<file path="src/rtl/if_rd_pkg.sv">
// Shared types and default widths for the IF scratchpad read sequencer.
package if_rd_pkg;

  typedef enum logic [2:0] {
    ST_IDLE    = 3'd0,
    ST_WAIT    = 3'd1,
    ST_READ    = 3'd2,
    ST_PUBLISH = 3'd3,
    ST_ADVANCE = 3'd4,
    ST_DONE    = 3'd5
  } state_t;

  localparam int unsigned DEF_ADDR_WIDTH = 16;
  localparam int unsigned DEF_DEPTH      = 256;
  localparam int unsigned DEF_LEN_W      = 8;
  localparam int unsigned DEF_CNT_W      = 16;

endpackage

</file>
<file path="src/rtl/circ_addr_add.sv">
// (a + b) mod DEPTH for a < DEPTH and b <= DEPTH; one conditional subtract suffices.
module circ_addr_add
  import if_rd_pkg::*;
#(
  parameter int unsigned ADDR_WIDTH = DEF_ADDR_WIDTH,
  parameter int unsigned DEPTH      = DEF_DEPTH
) (
  input  logic [ADDR_WIDTH-1:0] a,
  input  logic [ADDR_WIDTH-1:0] b,
  output logic [ADDR_WIDTH-1:0] sum
);

  localparam logic [ADDR_WIDTH:0] DEPTH_EXT = (ADDR_WIDTH+1)'(DEPTH);

  logic [ADDR_WIDTH:0] raw;

  always_comb begin
    raw = {1'b0, a} + {1'b0, b};
    sum = ADDR_WIDTH'((raw >= DEPTH_EXT) ? (raw - DEPTH_EXT) : raw);
  end

endmodule

</file>
<file path="src/rtl/if_window_reader.sv">
// Read-side sequencer for the circular IF scratchpad: one sliding window at a time,
// filt_len sequential reads per window, end pointer published, head advanced by stride.
module if_window_reader
  import if_rd_pkg::*;
#(
  parameter int unsigned ADDR_WIDTH = DEF_ADDR_WIDTH,
  parameter int unsigned DEPTH      = DEF_DEPTH,
  parameter int unsigned LEN_W      = DEF_LEN_W,
  parameter int unsigned CNT_W      = DEF_CNT_W
) (
  input  logic                  clk,
  input  logic                  rst,
  input  logic                  start,
  input  logic [LEN_W-1:0]      filt_len,
  input  logic [LEN_W-1:0]      stride,
  input  logic [CNT_W-1:0]      num_windows,
  input  logic [ADDR_WIDTH:0]   if_count,
  input  logic                  rd_ready,
  output logic                  IF_ren,
  output logic [ADDR_WIDTH-1:0] IF_raddr,
  output logic                  rst_p_valid,
  output logic                  update_end_ptr,
  output logic [ADDR_WIDTH-1:0] end_ptr_out,
  output logic                  if_free,
  output logic [LEN_W-1:0]      free_num,
  output logic                  busy,
  output logic                  done,
  output logic                  param_err
);

  localparam logic [31:0] DEPTH_L = 32'(DEPTH);

  state_t state, state_d;

  logic [ADDR_WIDTH-1:0] head, offset, end_ptr;
  logic [CNT_W-1:0]      win;
  logic [LEN_W-1:0]      fl_q, st_q;
  logic [CNT_W-1:0]      nw_q;

  logic [ADDR_WIDTH-1:0] raddr_sum, end_sum, head_next;
  logic [LEN_W-1:0]      need;
  logic                  params_bad, start_legal, data_ok, last_read, last_win;

  circ_addr_add #(.ADDR_WIDTH(ADDR_WIDTH), .DEPTH(DEPTH)) u_add_raddr (
    .a(head), .b(offset), .sum(raddr_sum)
  );

  circ_addr_add #(.ADDR_WIDTH(ADDR_WIDTH), .DEPTH(DEPTH)) u_add_end (
    .a(head), .b(ADDR_WIDTH'(fl_q - LEN_W'(1))), .sum(end_sum)
  );

  // stride == DEPTH == 2**ADDR_WIDTH truncates to 0, which is the correct residue
  circ_addr_add #(.ADDR_WIDTH(ADDR_WIDTH), .DEPTH(DEPTH)) u_add_head (
    .a(head), .b(ADDR_WIDTH'(st_q)), .sum(head_next)
  );

  always_comb begin
    params_bad  = (filt_len == '0) || (stride == '0) ||
                  (32'(filt_len) > DEPTH_L) || (32'(stride) > DEPTH_L);
    start_legal = (state == ST_IDLE) && start && !params_bad && (num_windows != '0);
    need        = (fl_q > st_q) ? fl_q : st_q;
    data_ok     = (32'(if_count) >= 32'(need));
    last_read   = ((32'(offset) + 32'd1) == 32'(fl_q));
    last_win    = (({1'b0, win} + 1'b1) == {1'b0, nw_q});
  end

  always_comb begin
    state_d        = state;
    IF_ren         = 1'b0;
    rst_p_valid    = 1'b0;
    update_end_ptr = 1'b0;
    if_free        = 1'b0;
    done           = 1'b0;
    param_err      = 1'b0;
    case (state)
      ST_IDLE: begin
        if (start) begin
          if (params_bad) begin
            param_err = 1'b1;
          end else if (num_windows == '0) begin
            state_d = ST_DONE;
          end else begin
            rst_p_valid = 1'b1;
            state_d     = ST_WAIT;
          end
        end
      end
      ST_WAIT: begin
        if (data_ok) state_d = ST_READ;
      end
      ST_READ: begin
        IF_ren = rd_ready;
        if (rd_ready && last_read) state_d = ST_PUBLISH;
      end
      ST_PUBLISH: begin
        update_end_ptr = 1'b1;
        state_d        = ST_ADVANCE;
      end
      ST_ADVANCE: begin
        if_free = 1'b1;
        if (last_win) begin
          state_d = ST_DONE;
        end else begin
          rst_p_valid = 1'b1;
          state_d     = ST_WAIT;
        end
      end
      ST_DONE: begin
        done    = 1'b1;
        state_d = ST_IDLE;
      end
      default: state_d = ST_IDLE;
    endcase
  end

  always_ff @(posedge clk) begin
    if (rst) begin
      state   <= ST_IDLE;
      head    <= '0;
      offset  <= '0;
      end_ptr <= '0;
      win     <= '0;
      fl_q    <= '0;
      st_q    <= '0;
      nw_q    <= '0;
    end else begin
      state <= state_d;
      if (start_legal) begin
        fl_q <= filt_len;
        st_q <= stride;
        nw_q <= num_windows;
        win  <= '0;
      end
      if (state == ST_WAIT && data_ok) offset <= '0;
      // end pointer lands with the final read so it is valid throughout PUBLISH
      if (state == ST_READ && rd_ready) begin
        offset <= offset + 1'b1;
        if (last_read) end_ptr <= end_sum;
      end
      if (state == ST_ADVANCE) begin
        head <= head_next;
        win  <= win + 1'b1;
      end
    end
  end

  assign IF_raddr    = raddr_sum;
  assign end_ptr_out = end_ptr;
  assign free_num    = if_free ? st_q : '0;
  assign busy        = (state != ST_IDLE);

endmodule

</file>
<file path="config.mk">
export PLATFORM = sky130hd
export DESIGN_NAME = if_window_reader
export DESIGN_NICKNAME = d
export VERILOG_FILES = /design/src/rtl/if_rd_pkg.sv /design/src/rtl/circ_addr_add.sv /design/src/rtl/if_window_reader.sv
export SDC_FILE = /design/constraint.sdc
export NUM_CORES = 1
export LEC_CHECK = 0
export BUFFER_PORTS_ARGS = -buffer_cell sky130_fd_sc_hd__buf_4
export CORE_ASPECT_RATIO = 0.7
export CORE_MARGIN = 2
export CORE_UTILIZATION = 61
export CTS_BUF_LIST = sky130_fd_sc_hd__clkbuf_16
export CTS_CLUSTER_DIAMETER = 100
export DETAILED_ROUTE_END_ITERATION = 12
export GPL_TIMING_DRIVEN = 0
export PLACE_DENSITY = 0.83
export SYNTH_ARGS = -nofsm -noshare
export SYNTH_HDL_FRONTEND = slang
export SYNTH_SLANG_ARGS = --single-unit
</file>
<file path="constraint.sdc">
create_clock -name clk -period 5.4 [get_ports clk]
set_clock_uncertainty 0.1 [all_clocks]
set_input_delay 1.08 -clock clk [delete_from_list [all_inputs] [get_ports clk]]
set_output_delay 1.08 -clock clk [all_outputs]
set_load 0.1 [all_outputs]
</file>
==> results.json, run 1 <==
{
  "status": "completed",
  "fin_cells": 1499,
  "tightestPinTransition_ns": 0.7734,
  "initial_core_util_pct": 61.94,
  "synth.avg_cell_area_um2": 7.672,
  "drcViolationCount": 0,
  "antenna_cells": 0,
  "cts-htree-levels": 3,
  "leakage_nw": 4.238,
  "vdd_ir_drop_max_v": 0.0001660,
  "clock_latency_ns": 0.36,
  "grt_pass1_vias": 8562,
  "cts_buffers": 9,
  "hold_violations": 0,
  "regToRegStartpoint": "st_q[1]$_SDFFE_PP0P_",
  "synth-main-ff-cell": "dfxtp_1",
  "grt_max_degree": 21,
  "synth_cells": 1181,
  "io_buffers": 99,
  "core_um2": 14630,
  "cts_sinks": 99,
  "gp_congestion": 0.9631,
  "fp.dieH_um": 106.0,
  "max_freq_mhz": 190.5,
  "cts_buffer_depth": 2,
  "grt_pass1_wl_mm": 43.49,
  "drt_iter0_markers": 867,
  "overflow": 0,
  "required_ns": 4.22,
  "drive_above_1_share_pct": 17.56,
  "hold_buffers": 0,
  "critPathLaunch": "head[1]$_SDFFE_PP0P_",
  "synth_area_um2": 9061,
  "routedWlPerCell_um": 18.46,
  "vias": 9622,
  "yosysSeqAreaShare_pct": 21.87,
  "cp_max_fo": 5,
  "min_delay_path_depth": 2,
  "syn_nets": 1302,
  "area_delta_synth_final_pct": 18.55,
  "rr_worst_depth": 20,
  "crit_path_end_kind": "primary output",
  "wl_mm": 27.67,
  "synth_edf_count": 0,
  "period_share_pct": 97.21,
  "layout_commonest_cell": "nor2_1",
  "tns_ns": 0,
  "crit_arrival_ns": 4.07,
  "hold_path_class": "reg -> reg",
  "synth-warning-count": 0,
  "placed_cells": 1475,
  "setup_viol": 0,
  "antenna_found_initial": 0,
  "cts_tree": "yes",
  "period_minus_slack_ns": 5.249,
  "nets": 1420,
  "cp-start-kind": "register",
  "drv_slew": 0,
  "holdWs_ns": 0.3624,
  "viasPerCell": 6.419,
  "synth_async_sr_flop_share_pct": 0,
  "max_cap_viol_count": 0,
  "pwr_density_cell_nw_per_um2": 211.0,
  "dp_hpwl_mm": 20.90,
  "final_cell_mix": "nor2_1, buf_4, nand2_1",
  "grt_util_all_layers_pct": 33.98,
  "final_util_pct": 73.43,
  "firstDrtPassIters": 7,
  "die_w_um": 149.7,
  "clk_pin_slew_worst_paths_ns": 0.08,
  "ant_nets": 0,
  "dieArea_um2": 15860,
  "relSlewSlack_pct": 48.44,
  "ios": 100,
  "fillerInstances": 1176,
  "yosys.cell_types.count": 90,
  "synth_seq_cells": 99,
  "rows": 37,
  "hp-start": "end_ptr_out[9]$_SDFFE_PP0P_",
  "critical_path_class": "reg -> out",
  "post-place-ws_ns": -0.4329,
  "cts-root-buf": "clkbuf_16",
  "fin_ws_ns": 0.1508
}
## layer usage
layer	global-route usage (%)	wire length (µm)
met1	50.09	12350
met2	51.38	12160
met3	6.309	2757
met4	7.817	398
met5	0	0
## report_power, final
part           switching [mW]  internal [mW]  leakage, nW  total, mW
sequential             0.0421          0.755        0.812      0.797
combinational           0.497          0.303         3.28      0.800
clock                   0.339          0.330        0.148      0.669
## flip-flops by register name (all words and copies together), names as in the netlist
name,cells
st_q,8
win,16
fl_q,8
nw_q,16
head,16
end_ptr_out,16
offset,16
state,3
## cells in the mapped netlist (6+ instances only)
library cell,count,area [µm²]
nand2_1,89,334.1
o211ai_1,20,150.1
buf_2,12,60.06
o31ai_1,7,52.55
nand3_1,38,190.2
o21a_1,13,97.59
nor4_1,16,100.1
nor2b_1,11,68.82
dfxtp_1,99,1982
nor2_1,145,544.3
a21oi_1,67,335.3
a211oi_1,17,127.6
a311oi_1,15,131.4
a31oi_1,13,81.33
xnor2_1,42,367.9
nand2b_1,21,131.4
o311ai_0,6,52.55
o21ai_0,56,280.3
nand4_1,27,168.9
xor2_1,22,192.7
a21o_1,21,157.7
ha_1,65,813.3
mux2i_1,47,470.5
or3_1,14,87.58
and2_1,7,43.79
buf_1,6,22.52
o2111ai_1,7,61.31
inv_1,44,165.2
o21ai_1,8,40.04
clkbuf_1,48,180.2
nor3_1,26,130.1
and3_1,19,118.9
nor3b_1,6,45.04
## worst max-delay path, stage by stage (launching register included)
cell and delay [ns]:
dfxtp_4 0.39, inv_1 0.21, fa_2 0.27, nand2b_4 0.14, a21oi_4 0.07, o21a_1 0.21, o311ai_4 0.31, ha_2 0.24
or4b_4 0.47, a2111oi_4 0.30, o2111ai_2 0.17, o211ai_1 0.20, buf_4 0.17, nor4_4 0.06, o31ai_4 0.29, buf_12 0.21
## cell type report
cell class | count | area [µm²] | area share [%]
buffer | 69 | 309.0 | 2.877
clock buffer | 9 | 225.2 | 2.097
clock inverter | 7 | 78.83 | 0.7338
inverter | 44 | 165.2 | 1.538
multi-input combinational | 966 | 6835 | 63.63
sequential | 99 | 2018 | 18.79
tap | 195 | 244.0 | 2.271
timing repair buffer | 110 | 865.8 | 8.061
## metrics by stage
step	power (mW)	cell area, µm²
final	2.266	10740
after global routing	2.378	10740
after CTS	2.246	10540
after detailed placement	1.590	10110
after global placement	1.572	10110
after floorplan	1.394	9123
## logic make-up after synthesis
| logic type | synth area share (%) |
|---|---|
| AOI/OAI and AO/OA | 24.98 |
| and+or+nand+nor | 26.11 |
| DFF | 21.87 |
| buffers and inverters | 5.358 |
| adders and majority gates | 9.638 |
| muxes | 5.855 |
| xor gates and xnor gates | 6.186 |
## path summary, 6_finish.rpt
| check | endpoint | slack (ns) |
|---|---|---|
| max | IF_raddr[12] | 0.15 |
| min | end_ptr_out[9]$_SDFFE_PP0P_ | 0.36 |
| max reg2reg | offset[7]$_SDFFE_PP0P_ | 0.45 |
| min reg2reg | end_ptr_out[9]$_SDFFE_PP0P_ | 0.36 |
## repair_timing
| action | CTS | global route |
|---|---|---|
| gates resized for setup | 35 | 33 |
| buffers inserted | 3 | 8 |
| endpoints found under the setup margin | 8 | 18 |
| pin swaps | 5 | 13 |
Power figures use the tool's default switching activity.
==> run 2: changes to the inputs <==
PLACE_DENSITY = 0.86   (was 0.83)
==> results.json, run 2 (same netlist as run 1, synthesis figures left out) <==
{
  "crit_path_end_kind": "primary output",
  "placed_cell_area_um2": 10110,
  "crit_arrival_ns": 4.08,
  "crit_slowest_cell": "or4b_4",
  "viasPerCell": 6.475,
  "dieArea_um2": 15860,
  "cp-start-kind": "register",
  "p_sw_mw": 0.8937,
  "holdWs_ns": 0.3736,
  "period_share_pct": 97.39,
  "cp_max_fo": 9,
  "rows": 37,
  "crit_chain": "ha_1 > o21ai_1 > o21bai_2 > or3_1 > and2_4 > inv_1 > ha_2 > or4b_4 > a2111oi_4 > o2111ai_2 > o211ai_1 > buf_4 > nor4_2 > o31ai_4 > buf_12",
  "critPathMaxStageDelay_ns": 0.47,
  "antenna_cells": 0,
  "dp_hpwl_mm": 21.32,
  "hold_buffers": 0,
  "die_w_um": 149.7,
  "cts_buffers": 9,
  "cts-root-buf": "clkbuf_16",
  "required_ns": 4.22,
  "overflow": 0,
  "setup_viol": 0,
  "period_minus_slack_ns": 5.259,
  "ant_nets": 0,
  "fin_cells": 1498,
  "vdd_ir_drop_max_v": 0.0001550,
  "initial_core_util_pct": 61.94,
  "p_comb_share_pct": 35.4,
  "pwr_density_cell_nw_per_um2": 213.4,
  "cp_top_family": "compound AO/OA/AOI/OAI gates",
  "clk_pin_slew_worst_paths_ns": 0.08,
  "grt_pass1_wl_mm": 43.93,
  "max_freq_mhz": 190.1,
  "drv_slew": 0,
  "internal-power_mw": 1.393,
  "fin_area_um2": 10720,
  "p_sw_share_pct": 39.08,
  "total_power_mw": 2.287,
  "cts_buffer_depth": 2,
  "placed_cells": 1475,
  "wl_mm": 28.20,
  "routedWlPerCell_um": 18.83,
  "firstDrtPassIters": 9,
  "cts-htree-levels": 3,
  "rsz0062_at_grt": "true",
  "grt_max_degree": 22,
  "tightestPinTransition_ns": 0.8113,
  "hold_violations": 0,
  "fp.dieH_um": 106.0,
  "leakage_nw": 4.244,
  "io_buffers": 99,
  "nets": 1419,
  "ios": 100,
  "grt_util_all_layers_pct": 34.37,
  "critical_path_class": "reg -> out",
  "critPathBufInv": 3,
  "relSlewSlack_pct": 45.91,
  "pwr-share-seq_pct": 35.0,
  "drive_above_1_share_pct": 16.96,
  "drt_iter0_markers": 1018,
  "cts_tree": "yes",
  "status": "completed",
  "drcViolationCount": 0,
  "p_clk_share_pct": 29.6,
  "hold_path_class": "reg -> reg",
  "fillerInstances": 1150,
  "cts_sinks": 99,
  "gp_congestion": 0.9217,
  "core_um2": 14630,
  "layout_commonest_cell": "nor2_1",
  "max_cap_viol_count": 0,
  "antenna_found_initial": 0,
  "final_cell_mix": "nor2_1, buf_4, nand2_1",
  "grt_pass1_vias": 8509,
  "clock_latency_ns": 0.36,
  "vias": 9700,
  "area_delta_synth_final_pct": 18.28
}
## run 2: cell types whose count changed in the layout (fill, tap and decap cells not counted), sizes merged
cell / change
inv: +1
buf: -1
clkinv: -1
## run 2: per-stage QoR
step | worst slack, ns | TNS (ns) | util (%)
detailed placement | -0.4837 | -3.033 | 69.11
global route | -0.03562 | -0.03562 | 73.26
finish | 0.1407 | 0 | 73.26
CTS | 0.01534 | 0 | 72.04
global placement | -0.3952 | -2.327 | 69.11
floorplan | -0.1252 | -0.3471 | -
## run 2: path summary, 6_finish.rpt
kind / startpoint / endpoint / slack [ns] / cells after the start
setup / recovery: offset[8]$_SDFFE_PP0P_ / IF_raddr[12] / 0.14 / 15
hold / removal: end_ptr_out[8]$_SDFFE_PP0P_ / end_ptr_out[8]$_SDFFE_PP0P_ / 0.37 / 2
setup reg to reg: st_q[1]$_SDFFE_PP0P_ / offset[14]$_SDFFE_PP0P_ / 0.25 / 20
hold reg to reg: end_ptr_out[8]$_SDFFE_PP0P_ / end_ptr_out[8]$_SDFFE_PP0P_ / 0.37 / 2
## run 2: routing by layer
metal	up-vias	track usage (%)	share of wire, %
met4	0	5.863	1.4
met2	521	51.15	43
met3	48	7.039	9.9
met1	4525	51.75	46
met5	-	0	0
li1	4606	-	-
## run 2: worst register-to-register path: cells and delay by family (launching register included)
kind / cells / cell delay (ns)
compound gates: 11 / 2.11
fa+ha+maj: 2 / 0.51
buf+inv: 3 / 1.12
flops: 1 / 0.46
mux: 1 / 0.41
simple gates: 3 / 0.30
## run 2: area by class of cell
type / count / area [µm²] / area share, %
clock buffer: 9 / 225.2 / 2.101
tap: 195 / 244.0 / 2.276
multi-input combinational: 966 / 6793 / 63.38
sequential: 99 / 2018 / 18.83
buffer: 70 / 314.1 / 2.930
inverter: 44 / 165.2 / 1.541
timing repair buffer: 108 / 872.1 / 8.137
clock inverter: 7 / 86.33 / 0.8055
## run 2: timing repair
action,in CTS,in global routing
setup endpoints to repair,8,9
pin swaps,6,8
buffers inserted,2,7
resized for setup,34,31
## run 2: power by group through the flow
stage          Clock, mW  Combinational (mW)  Sequential, mW
5_1_grt            0.703               0.880           0.801
2_1_floorplan          0               0.587           0.807
6_report           0.678               0.810           0.799
4_1_cts            0.676               0.785           0.798
3_5_place_dp           0               0.775           0.816
3_3_place_gp           0               0.756           0.816
